<file path="src/rtl/prog_loader.sv">
// prog_loader: bit-serial loader that assembles MSB-first instruction words and
// writes them to program memory at sequential addresses, holding the core in reset meanwhile.
//  state | meaning
//  IDLE  | no session since reset
//  LOAD  | session active, shifting in serial bits, core held in reset
//  DONE  | session ended, core released, results held
module prog_loader #(
  parameter int WORD_W = 14,
  parameter int ADDR_W = 8,
  parameter int DEPTH  = 256
) (
  input  logic              i_clk,
  input  logic              i_reset,
  input  logic              i_prog_en,
  input  logic              i_bit_valid,
  input  logic              i_sdata,
  output logic              o_wr_en,
  output logic [ADDR_W-1:0] o_wr_addr,
  output logic [WORD_W-1:0] o_wr_data,
  output logic              o_core_reset,
  output logic              o_busy,
  output logic              o_done,
  output logic              o_err,
  output logic [ADDR_W:0]   o_word_count
);

  localparam int                CNT_W    = $clog2(WORD_W);
  localparam logic [CNT_W-1:0]  LAST_BIT = CNT_W'(WORD_W - 1);
  localparam logic [ADDR_W:0]   DEPTH_C  = (ADDR_W + 1)'(DEPTH);

  typedef enum logic [1:0] {
    S_IDLE = 2'd0,
    S_LOAD = 2'd1,
    S_DONE = 2'd2
  } state_t;

  state_t             r_state;
  state_t             w_next_state;
  logic [WORD_W-1:0]  r_shift;
  logic [CNT_W-1:0]   r_bit_cnt;
  logic               r_wr_en;
  logic [ADDR_W-1:0]  r_wr_addr;
  logic [WORD_W-1:0]  r_wr_data;
  logic               r_err;
  logic [ADDR_W:0]    r_word_count;

  logic               w_enter_load;
  logic               w_end_load;
  logic               w_accept;
  logic               w_word_done;
  logic               w_room;
  logic [WORD_W-1:0]  w_next_word;

  always_ff @(posedge i_clk) begin
    if (i_reset) r_state <= S_IDLE;
    else         r_state <= w_next_state;
  end

  always_comb begin
    w_next_state = r_state;
    unique case (r_state)
      S_IDLE:  if (i_prog_en)  w_next_state = S_LOAD;
      S_LOAD:  if (!i_prog_en) w_next_state = S_DONE;
      S_DONE:  if (i_prog_en)  w_next_state = S_LOAD;
      default: w_next_state = S_IDLE;
    endcase
  end

  assign w_enter_load = ((r_state == S_IDLE) || (r_state == S_DONE)) && i_prog_en;
  assign w_end_load   = (r_state == S_LOAD) && !i_prog_en;
  assign w_accept     = (r_state == S_LOAD) && i_prog_en && i_bit_valid;
  assign w_word_done  = w_accept && (r_bit_cnt == LAST_BIT);
  // The next write address always equals the number of words written so far.
  assign w_room       = (r_word_count < DEPTH_C);
  assign w_next_word  = {r_shift[WORD_W-2:0], i_sdata};

  always_ff @(posedge i_clk) begin
    if (i_reset) begin
      r_shift      <= '0;
      r_bit_cnt    <= '0;
      r_wr_en      <= 1'b0;
      r_wr_addr    <= '0;
      r_wr_data    <= '0;
      r_err        <= 1'b0;
      r_word_count <= '0;
    end else begin
      r_wr_en <= 1'b0;
      if (w_enter_load) begin
        r_word_count <= '0;
        r_err        <= 1'b0;
        r_bit_cnt    <= '0;
        r_shift      <= '0;
      end else if (w_end_load) begin
        if (r_bit_cnt != '0) r_err <= 1'b1;
        r_bit_cnt <= '0;
        r_shift   <= '0;
      end else if (w_accept) begin
        r_shift <= w_next_word;
        if (w_word_done) begin
          r_bit_cnt <= '0;
          r_wr_data <= w_next_word;
          if (w_room) begin
            r_wr_en      <= 1'b1;
            r_wr_addr    <= r_word_count[ADDR_W-1:0];
            r_word_count <= r_word_count + 1'b1;
          end else begin
            r_err <= 1'b1;
          end
        end else begin
          r_bit_cnt <= r_bit_cnt + 1'b1;
        end
      end
    end
  end

  // A pending write is suppressed in the cycle reset is asserted.
  assign o_wr_en      = r_wr_en & ~i_reset;
  assign o_wr_addr    = r_wr_addr;
  assign o_wr_data    = r_wr_data;
  assign o_core_reset = i_reset | (r_state == S_LOAD);
  assign o_busy       = (r_state == S_LOAD);
  assign o_done       = (r_state == S_DONE);
  assign o_err        = r_err;
  assign o_word_count = r_word_count;

endmodule

</file>
<file path="config.mk">
export PLATFORM = sky130hd
export DESIGN_NAME = prog_loader
export DESIGN_NICKNAME = d
export VERILOG_FILES = /design/src/rtl/prog_loader.sv
export SDC_FILE = /design/constraint.sdc
export NUM_CORES = 1
export LEC_CHECK = 0
export CORE_MARGIN = 8
export CORE_UTILIZATION = 47
export DETAILED_ROUTE_END_ITERATION = 7
export GPL_ROUTABILITY_DRIVEN = 0
export PLACE_DENSITY = 0.83
export SLEW_MARGIN = 10
export SYNTH_ARGS = -nofsm -noshare
export SYNTH_HDL_FRONTEND = slang
export SYNTH_SLANG_ARGS = --single-unit
export TNS_END_PERCENT = 30
</file>
<file path="constraint.sdc">
create_clock -name i_clk -period 3 [get_ports i_clk]
set_clock_uncertainty 0.2 [all_clocks]
set_input_delay 0.9 -clock i_clk [delete_from_list [all_inputs] [get_ports i_clk]]
set_output_delay 0.9 -clock i_clk [all_outputs]
set_load 0.02 [all_outputs]
</file>
==> flow_metrics.py, run 1 <==
metrics = {
    "global_route": {
        "grt_max_degree": 41,
        "grt_pass1_wl_um": 8514,
        "grt-ovfl-total": 0,
        "grt_pass1_vias": 1833,
        "track_usage_pct": 14.31,
        "grt_antenna_before_repair": 0,
    },
    "critical_path": {
        "crit_path_top_delay_cell": "dlygate4sd2_1",
        "start_kind": "input pin",
        "worstSetupPathType": "input pin to output port",
        "crit_fanout": 4,
        "r2r-start": "r_bit_cnt[0]",
        "cp-end-kind": "output port",
        "cpPeakStageDelay_ns": 0.32,
        "required_ns": 1.90,
        "crit_arrival_ns": 1.84,
        "critPathLaunch": "i_reset",
        "path_cells": "dlygate4sd2_1 > or2_2 > dlygate4sd2_1",
        "cpMostUsedCell": "dlygate4sd2_1",
    },
    "floorplan": {
        "ioPinCount": 41,
        "fp.dieArea_um2": 7174,
        "dieHeight_um": 84.70,
        "initial_utilization_pct": 47.92,
        "core_area_um2": 4629,
        "fp-row-count": 25,
        "fp.dieW_um": 84.70,
    },
    "clocking": {
        "clk_latency_ns": 0.30,
        "tritoncts": "built",
        "cts.sinks": 52,
        "cts_root_buf": "clkbuf_8",
        "clk_path_buf_depth": 2,
        "clk_pin_slew_ns": 0.09,
        "cts_buffers": 5,
        "h-tree-depth": 2,
    },
    "finish": {
        "final_layout_size_suffix_gt1_share_pct": 6.122,
        "final_cells": 348,
        "final_common_cell": "dfxtp_1",
        "final_core_util_pct": 59.14,
        "fillers": 407,
        "area_delta_synth_final_pct": 23.41,
        "final_cell_mix": "dfxtp_1, a21oi_1, clkdlybuf4s50_1, nand2_1, nand3_1",
        "diodes": 0,
        "nNetsFinal": 304,
    },
    "pwr": {
        "seqPwrFrac_pct": 57.6,
        "p_int_uw": 950.4,
        "ir_drop_uv": 291.4,
        "power.density_nw_per_um2": 439.7,
        "switchingPower_uw": 253.3,
        "clockPowerShare_pct": 37.7,
        "p_sw_share_pct": 21.04,
        "p_total_mw": 1.204,
        "p_comb_share_pct": 4.7,
        "power_leakage_nw": 0.9127,
    },
    "sta": {
        "max_slew_margin_pct": 62.60,
        "tightestPinTransition_ns": 0.5611,
        "hold_violations": 0,
        "rsz0062_at_grt": "no",
        "fin_crit_ns": 2.936,
        "maxSlewViolCount": 0,
        "setup_viol": 0,
        "setup_tns_ns": 0,
        "finalCritPeriodShare_pct": 97.87,
        "clock.fmax_mhz": 340.6,
    },
    "min_path": {
        "hold_class": "register to register",
        "hold_start": "r_shift[12]",
    },
    "route": {
        "routed_wl_um": 5051,
        "routedWlPerCell_um": 14.51,
        "ant_nets": 0,
        "firstDrtPassIters": 5,
        "drt_iter0_drc": 187,
        "vias_per_cell": 5.704,
        "num_vias": 1985,
        "drc": 0,
    },
    "synth": {
        "post_synth.cell_area_avg_um2": 8.435,
        "syn_area_um2": 2218,
        "ys_ff_latch": 52,
        "syn-num-nets": 272,
        "synthFlopType": "dfxtp_1",
        "synth-edff-count": 0,
        "syn_inst": 263,
        "yosysWarnings": 0,
        "synth_cell_types": 37,
        "synthArstFlopShare_pct": 0,
        "ys_seq_area_share_pct": 46.93,
    },
    "placement": {
        "portBuffers": 40,
        "dp_cells": 342,
        "post-dp-hpwl_um": 3430,
    },
    "run_status": {
        "status": "finished clean",
    },
    "job": {
        "maxCapViolCount": 0,
    },
}
-- through the flow --
step                hold WS (ns)  setup slack (ns)  cell area (um^2)
CTS                       0.2615           0.05591              2738
floorplan                 0.2358            0.4744              2218
detailed placement        0.2479           -0.4047              2643
global route              0.2931           0.04458              2738
finish                    0.2637           0.06379              2738
global placement          0.2445           -0.4080              2643
-- kinds of logic after synthesis --
logic type / after synthesis / share of synthesized area [%]
AND/OR/NAND/NOR: 98 / 24.70
AO/OA/AOI/OAI: 76 / 18.11
buffers and inverters: 28 / 5.752
adder cells (fa/ha/maj): 4 / 2.256
flip-flops: 52 / 46.93
multiplexers: 5 / 2.256
-- final cells by class --
class | count | area, um^2 | share of cell area [%]
inverter | 7 | 26.28 | 0.9598
tap | 54 | 67.56 | 2.468
sequential | 52 | 1041 | 38.03
multi-input combinational | 183 | 1050 | 38.35
timing repair buffer | 46 | 454.2 | 16.59
clock buffer | 5 | 68.82 | 2.514
clock inverter | 1 | 30.03 | 1.097
-- final timing paths --
kind                endpoint  slack [ns]  depth (start not counted)
max             o_core_reset        0.06                          3
min              r_shift[12]        0.26                          2
max reg2reg  o_word_count[4]        1.00                          4
min reg2reg      r_shift[12]        0.26                          2
-- registers in the layout (all words and copies together) (netlist names) --
register and cells:
o_wr_data 14, r_bit_cnt 4, o_word_count 9, r_state 2
r_shift 13, r_wr_en 1, o_err 1, o_wr_addr 8
-- power groups by stage --
stage | Combinational [mW] | Clock, mW | Sequential (mW)
3_5_place_dp | 0.0577 | 0 | 0.710
6_report | 0.0565 | 0.454 | 0.693
4_1_cts | 0.0571 | 0.460 | 0.693
5_1_grt | 0.0620 | 0.488 | 0.694
2_1_floorplan | 0.0369 | 0 | 0.709
3_3_place_gp | 0.0569 | 0 | 0.710
-- cell usage after synthesis (all sizes together) (2+ instances only) --
master / number / share of area [%]
mux2i: 5 / 2.3
o21ai: 25 / 5.6
nand4: 12 / 3.4
inv: 6 / 1.0
or3: 5 / 1.4
and3: 2 / 0.56
buf: 9 / 2.5
nor4: 3 / 1.1
nand3: 27 / 6.3
nor2b: 3 / 0.85
a21oi: 45 / 10
nand2: 30 / 5.1
dfxtp: 52 / 47
nor2: 2 / 0.34
nor3: 3 / 0.68
clkbuf: 12 / 2.0
nand4b: 2 / 1.7
or4: 2 / 0.68
o31ai: 2 / 0.68
ha: 4 / 2.3
-- metal layers --
layer / vias to the layer above / GRT usage [%] / part of all wire, %
met3: 9 / 2.829 / 6.4
met4: 0 / 7.767 / 1.9
li1: 1004 / - / -
met1: 911 / 18.27 / 46
met5: - / 0 / 0
met2: 61 / 22.05 / 46
-- repair_timing --
action,in CTS,in global routing
hold buffers,0,0
endpoints found under the setup margin,2,0
setup buffers,0,0
resized for setup,3,0
-- worst max-delay path, delay by kind of cell --
kind / cells / cell delay (ns)
buffers and inverters: 2 / 0.62
AND/OR/NAND/NOR: 1 / 0.31
(Power assumes the default switching activity.)
==> run 2: changes to the inputs <==
--- a/config.mk
+++ b/config.mk
@@ -9,6 +9,7 @@
 export CORE_UTILIZATION = 47
 export DETAILED_ROUTE_END_ITERATION = 7
 export GPL_ROUTABILITY_DRIVEN = 0
+export GPL_TIMING_DRIVEN = 0
 export PLACE_DENSITY = 0.83
 export SLEW_MARGIN = 10
 export SYNTH_ARGS = -nofsm -noshare
==> flow_metrics.py, run 2 (synthesized netlist as in run 1, its figures left out) <==
metrics = {
    "pwr": {
        "seqPwrFrac_pct": 59.3,
        "p_comb_share_pct": 5.1,
        "switchingPower_uw": 269.3,
        "ir_drop_uv": 263.9,
        "power.density_nw_per_um2": 420.1,
        "p_int_uw": 900.8,
        "p_total_mw": 1.170,
        "clockPowerShare_pct": 35.6,
        "p_sw_share_pct": 23.01,
        "power_leakage_nw": 0.9460,
    },
    "global_route": {
        "grt_pass1_wl_um": 8983,
        "grt_antenna_before_repair": 0,
        "grt_max_degree": 17,
        "grt-ovfl-total": 0,
        "grt_pass1_vias": 1898,
        "track_usage_pct": 15.02,
    },
    "finish": {
        "fillers": 414,
        "final_layout_size_suffix_gt1_share_pct": 8.039,
        "diodes": 0,
        "final_cell_mix": "dfxtp_1, a21oi_1, clkdlybuf4s50_1, nand2_1, nand3_1",
        "postLayoutCellArea_um2": 2785,
        "area_delta_synth_final_pct": 25.55,
        "final_cells": 365,
        "final_common_cell": "dfxtp_1",
        "nNetsFinal": 319,
        "largest_reg_flops": 14,
    },
    "route": {
        "num_vias": 2053,
        "drt_iter0_drc": 288,
        "drc": 0,
        "ant_nets": 0,
        "vias_per_cell": 5.625,
        "firstDrtPassIters": 4,
        "routed_wl_um": 5307,
        "routedWlPerCell_um": 14.54,
    },
    "clocking": {
        "cts_root_buf": "clkbuf_8",
        "clk_latency_ns": 0.31,
        "tritoncts": "built",
        "cts.sinks": 52,
        "cts_buffers": 5,
        "clk_pin_slew_ns": 0.09,
        "h-tree-depth": 2,
        "clk_path_buf_depth": 2,
        "cts_hold_buf": 0,
    },
    "sta": {
        "setup_tns_ns": 0,
        "tightestPinTransition_ns": 0.4639,
        "maxSlewViolCount": 0,
        "clock.fmax_mhz": 343.9,
        "max_slew_margin_pct": 69.08,
        "rsz0062_at_grt": "no",
        "setup_viol": 0,
        "hold_violations": 0,
        "finalCritPeriodShare_pct": 96.92,
        "fin_crit_ns": 2.908,
    },
    "critical_path": {
        "r2r-start": "r_bit_cnt[0]",
        "crit_arrival_ns": 1.81,
        "crit_path_top_delay_cell": "or2_2",
        "path_cells": "dlygate4sd2_1 > clkbuf_8 > or2_2 > buf_2",
        "cpPeakStageDelay_ns": 0.29,
        "required_ns": 1.90,
        "start_kind": "input pin",
        "cp-end-kind": "output port",
        "critPathLaunch": "i_reset",
        "cp_top_family": "buffers and inverters",
        "reg2reg_slack_ns": 0.92,
        "worstSetupPathType": "input pin to output port",
        "cp_num_buf_inv": 3,
        "crit_fanout": 10,
    },
    "floorplan": {
        "fp-row-count": 25,
        "fp.dieW_um": 84.70,
        "ioPinCount": 41,
        "dieHeight_um": 84.70,
        "initial_utilization_pct": 47.92,
        "core_area_um2": 4629,
        "fp.dieArea_um2": 7174,
    },
    "placement": {
        "post-dp-hpwl_um": 3692,
        "portBuffers": 40,
        "dpl-instance-area_um2": 2686,
        "dp_cells": 357,
    },
    "min_path": {
        "hold_class": "register to register",
        "hold_start": "r_shift[12]",
    },
    "job": {
        "maxCapViolCount": 0,
    },
    "run_status": {
        "status": "finished clean",
    },
}
==> run 2: power by group through the flow <==
stage	Clock [mW]	Combinational, mW	Sequential (mW)
finish	0.417	0.0598	0.694
floorplan	0	0.0369	0.709
detailed placement	0	0.0589	0.710
CTS	0.429	0.0597	0.694
global route	0.453	0.0652	0.694
global placement	0	0.0585	0.710
==> run 2: final cells by class <==
class | count | area, um^2 | area share, %
Multi-Input combinational cell | 183 | 1050 | 37.69
Buffer | 21 | 111.4 | 3.998
Sequential cell | 52 | 1041 | 37.38
Clock buffer | 6 | 82.58 | 2.965
Clock inverter | 2 | 13.76 | 0.4942
Inverter | 7 | 26.28 | 0.9434
Tap cell | 54 | 67.56 | 2.426
Timing Repair Buffer | 40 | 392.9 | 14.11
==> run 2: per-layer routing <==
metal	routed length, um	up-vias	track usage, %
met5	0	-	0
met4	72	0	4.854
met3	332	8	4.390
met2	2487	58	23.48
met1	2415	956	19.23
li1	-	1031	-
==> run 2: what timing repair did <==
item / CTS / global route
buffers inserted: 0 / 0
endpoints found under the hold margin: 0 / 0
gates resized for setup: 9 / 0
endpoints found under the setup margin: 2 / 0
==> run 2: per-stage QoR <==
| step | setup WS, ns | hold slack, ns | util (%) |
|---|---|---|---|
| 2_1_floorplan | 0.4744 | 0.2358 | - |
| 3_3_place_gp | -0.7221 | 0.2469 | 58.03 |
| 3_5_place_dp | -0.7212 | 0.2510 | 58.03 |
| 4_1_cts | 0.08863 | 0.2649 | 60.16 |
| 5_1_grt | 0.02548 | 0.2978 | 60.16 |
| 6_report | 0.09241 | 0.2644 | 60.16 |
==> run 2: path summary, 6_finish.rpt <==
path / endpoint / cells past startpoint
worst min register to register: r_shift[12] / 2
worst min-delay path: r_shift[12] / 2
worst max-delay path: o_core_reset / 4
worst max register to register: o_wr_data[6] / 6
==> run 2: worst register-to-register path, stage by stage (launching register included) <==
cell and delay (ns):
dfxtp_1 0.46, ha_1 0.37, and3_1 0.19, clkbuf_1 0.26
buf_2 0.28, nand3_1 0.10, a21oi_1 0.15
==> run 3: changes to the inputs <==
--- a/config.mk
+++ b/config.mk
@@ -5,12 +5,13 @@
 export SDC_FILE = /design/constraint.sdc
 export NUM_CORES = 1
 export LEC_CHECK = 0
+export ABC_AREA = 1
 export CORE_MARGIN = 8
 export CORE_UTILIZATION = 47
 export DETAILED_ROUTE_END_ITERATION = 7
 export GPL_ROUTABILITY_DRIVEN = 0
 export GPL_TIMING_DRIVEN = 0
-export PLACE_DENSITY = 0.83
+export PLACE_DENSITY = 0.84
 export SLEW_MARGIN = 10
 export SYNTH_ARGS = -nofsm -noshare
 export SYNTH_HDL_FRONTEND = slang
==> flow_metrics.py, run 3 <==
metrics = {
    "global_route": {
        "grt_pass1_wl_um": 7866,
        "grt_pass1_vias": 1773,
        "grt_max_degree": 16,
        "grt-ovfl-total": 0,
        "grtUsageMet1_pct": 16.25,
        "track_usage_pct": 14.55,
        "grtUsageMet3_pct": 4.418,
        "grt_antenna_before_repair": 0,
        "met2_usage_pct": 25.87,
        "grt-busiest-layer": "met2",
    },
    "critical_path": {
        "worstSetupPathType": "input pin to output port",
        "start_kind": "input pin",
        "crit_path_top_delay_cell": "dlygate4sd2_1",
        "cp-end-kind": "output port",
        "cpMostUsedCell": "dlygate4sd2_1",
        "cp_num_buf_inv": 3,
        "crit_fanout": 5,
        "required_ns": 1.90,
        "cpPeakStageDelay_ns": 0.36,
        "path_cells": "dlygate4sd2_1 > clkinvlp_4 > nand2_1 > dlygate4sd2_1",
        "crit_arrival_ns": 1.82,
        "cp_top_family": "buffers and inverters",
    },
    "sta": {
        "setup_tns_ns": 0,
        "finalCritPeriodShare_pct": 97.24,
        "clock.fmax_mhz": 342.8,
        "rsz0062_at_grt": "no",
        "tightestPinTransition_ns": 0.4140,
        "setup_viol": 0,
        "max_slew_margin_pct": 72.40,
        "fin_crit_ns": 2.917,
        "maxSlewViolCount": 0,
        "hold_violations": 0,
    },
    "floorplan": {
        "ioPinCount": 41,
        "fp.dieW_um": 82.78,
        "fp.dieArea_um2": 6852,
        "fp-row-count": 24,
        "initial_utilization_pct": 48.47,
        "core_area_um2": 4324,
        "dieHeight_um": 82.78,
    },
    "pwr": {
        "p_comb_share_pct": 4.8,
        "clockPowerShare_pct": 35.1,
        "power.density_nw_per_um2": 436.8,
        "p_sw_share_pct": 22.61,
        "ir_drop_uv": 365.4,
        "switchingPower_uw": 262.5,
        "p_total_mw": 1.161,
        "seqPwrFrac_pct": 60.0,
        "power_leakage_nw": 0.9710,
        "p_int_uw": 898.5,
    },
    "job": {
        "maxCapViolCount": 0,
    },
    "finish": {
        "final_layout_size_suffix_gt1_share_pct": 7.500,
        "fillers": 415,
        "final_common_cell": "dfxtp_1",
        "area_delta_synth_final_pct": 26.81,
        "largest_reg_flops": 14,
        "nNetsFinal": 328,
        "final_cells": 372,
        "final_cell_mix": "dfxtp_1, nor2_1, clkdlybuf4s50_1, a21oi_1, nand2_1",
        "postLayoutCellArea_um2": 2658,
        "final_core_util_pct": 61.46,
        "diodes": 0,
    },
    "synth": {
        "synthTopCellsByCount": "dfxtp_1, nor2_1, a21oi_1, nand2_1, o21ai_0",
        "yosysTopAreaCell": "dfxtp_1",
        "synth_top_cells_by_area": "dfxtp_1, a21oi_1, o21ai_0",
        "synth-edff-count": 0,
        "ys_seq_area_share_pct": 49.67,
        "synth_cell_types": 23,
        "syn-num-nets": 281,
        "synthArstFlopShare_pct": 0,
        "syn_area_um2": 2096,
        "ys_ff_latch": 52,
        "yosysTopAreaCellShare_pct": 49.67,
        "synthFlopType": "dfxtp_1",
        "yosysWarnings": 0,
        "yosysMostFrequentCell": "dfxtp_1",
        "syn_inst": 272,
        "post_synth.cell_area_avg_um2": 7.705,
    },
    "clocking": {
        "clk_latency_ns": 0.31,
        "clk_path_buf_depth": 2,
        "h-tree-depth": 2,
        "cts.sinks": 52,
        "tritoncts": "built",
        "cts_buffers": 5,
        "cts_hold_buf": 0,
        "cts_root_buf": "clkbuf_8",
        "clk_pin_slew_ns": 0.09,
    },
    "route": {
        "drt_iter0_drc": 89,
        "vias_per_cell": 5.075,
        "routed_wl_um": 4608,
        "ant_nets": 0,
        "firstDrtPassIters": 4,
        "drc": 0,
        "num_vias": 1888,
        "routedWlPerCell_um": 12.39,
    },
    "placement": {
        "portBuffers": 40,
        "dpl-instance-area_um2": 2561,
        "post-dp-hpwl_um": 3379,
        "dp_cells": 364,
    },
    "min_path": {
        "hold_class": "register to register",
    },
    "run_status": {
        "status": "finished clean",
    },
}
-- run 3: changes by cell type in the layout (fill, tap and decap cells not counted), moves of 9 or more --
cell	delta
a21oi_1	-9
nand3_1	-16
inv_1	+24
nor2_1	+36
nand4_1	-10
-- run 3: power by group through the flow --
stage,combinational (mW),sequential [mW],clock [mW]
floorplan,0.0347,0.713,0
global placement,0.0547,0.713,0
detailed placement,0.0559,0.713,0
CTS,0.0561,0.697,0.416
global route,0.0633,0.698,0.447
finish,0.0562,0.697,0.408
-- run 3: final timing paths --
| path | from | endpoint | slack [ns] | depth (start not counted) |
|---|---|---|---|---|
| setup reg to reg | r_bit_cnt[0] | o_wr_addr[7] | 1.24 | 7 |
| hold / removal | r_shift[12] | r_shift[12] | 0.27 | 2 |
| setup / recovery | i_reset | o_core_reset | 0.08 | 4 |
| hold reg to reg | r_shift[12] | r_shift[12] | 0.27 | 2 |
-- run 3: cells by family (layout without fill, tap and decap cells) --
kind of cell,after synthesis,in the layout,share of synthesized area (%)
simple gates,96,96,20.66
flops,52,52,49.67
xor+xnor,1,1,0.4180
compound gates,75,75,18.21
fa+ha+maj,4,4,2.388
buf+inv,44,92,8.657
-- run 3: metrics by stage --
stage | worst slack [ns] | hold WS (ns)
after floorplan | 0.4987 | 0.2404
after global placement | -0.6998 | 0.2510
after detailed placement | -0.6915 | 0.2553
after CTS | 0.1116 | 0.2699
after global routing | 0.04198 | 0.2908
final | 0.08286 | 0.2704
-- run 3: per-layer routing --
| metal | share of wire [%] | vias up |
|---|---|---|
| li1 | - | 972 |
| met1 | 44 | 871 |
| met2 | 49 | 38 |
| met3 | 6.2 | 7 |
| met4 | 1.3 | 0 |
| met5 | 0 | - |
-- run 3: what timing repair did --
| action | 4_1_cts | 5_1_grt |
|---|---|---|
| gates resized for setup | 4 | 0 |
| endpoints found under the setup margin | 2 | 0 |
| setup buffers | 1 | 0 |
-- run 3: layout make-up --
| type | instances | area (um^2) | area share (%) |
|---|---|---|---|
| plain buffers | 11 | 57.56 | 2.166 |
| flip-flops and latches | 52 | 1041 | 39.17 |
| well taps | 52 | 65.06 | 2.448 |
| multi-input cells | 176 | 873.3 | 32.86 |
| repair buffers | 41 | 404.1 | 15.21 |
| inverters | 32 | 123.9 | 4.661 |
| clock inverters | 2 | 10.01 | 0.3766 |
| clock buffers | 6 | 82.58 | 3.107 |
-- run 3: worst min-delay path: cells and delay by family (launching register included) --
family,cells,cell delay (ns)
AOI/OAI and AO/OA,1,0.05
and+or+nand+nor,1,0.06
DFF,1,0.32
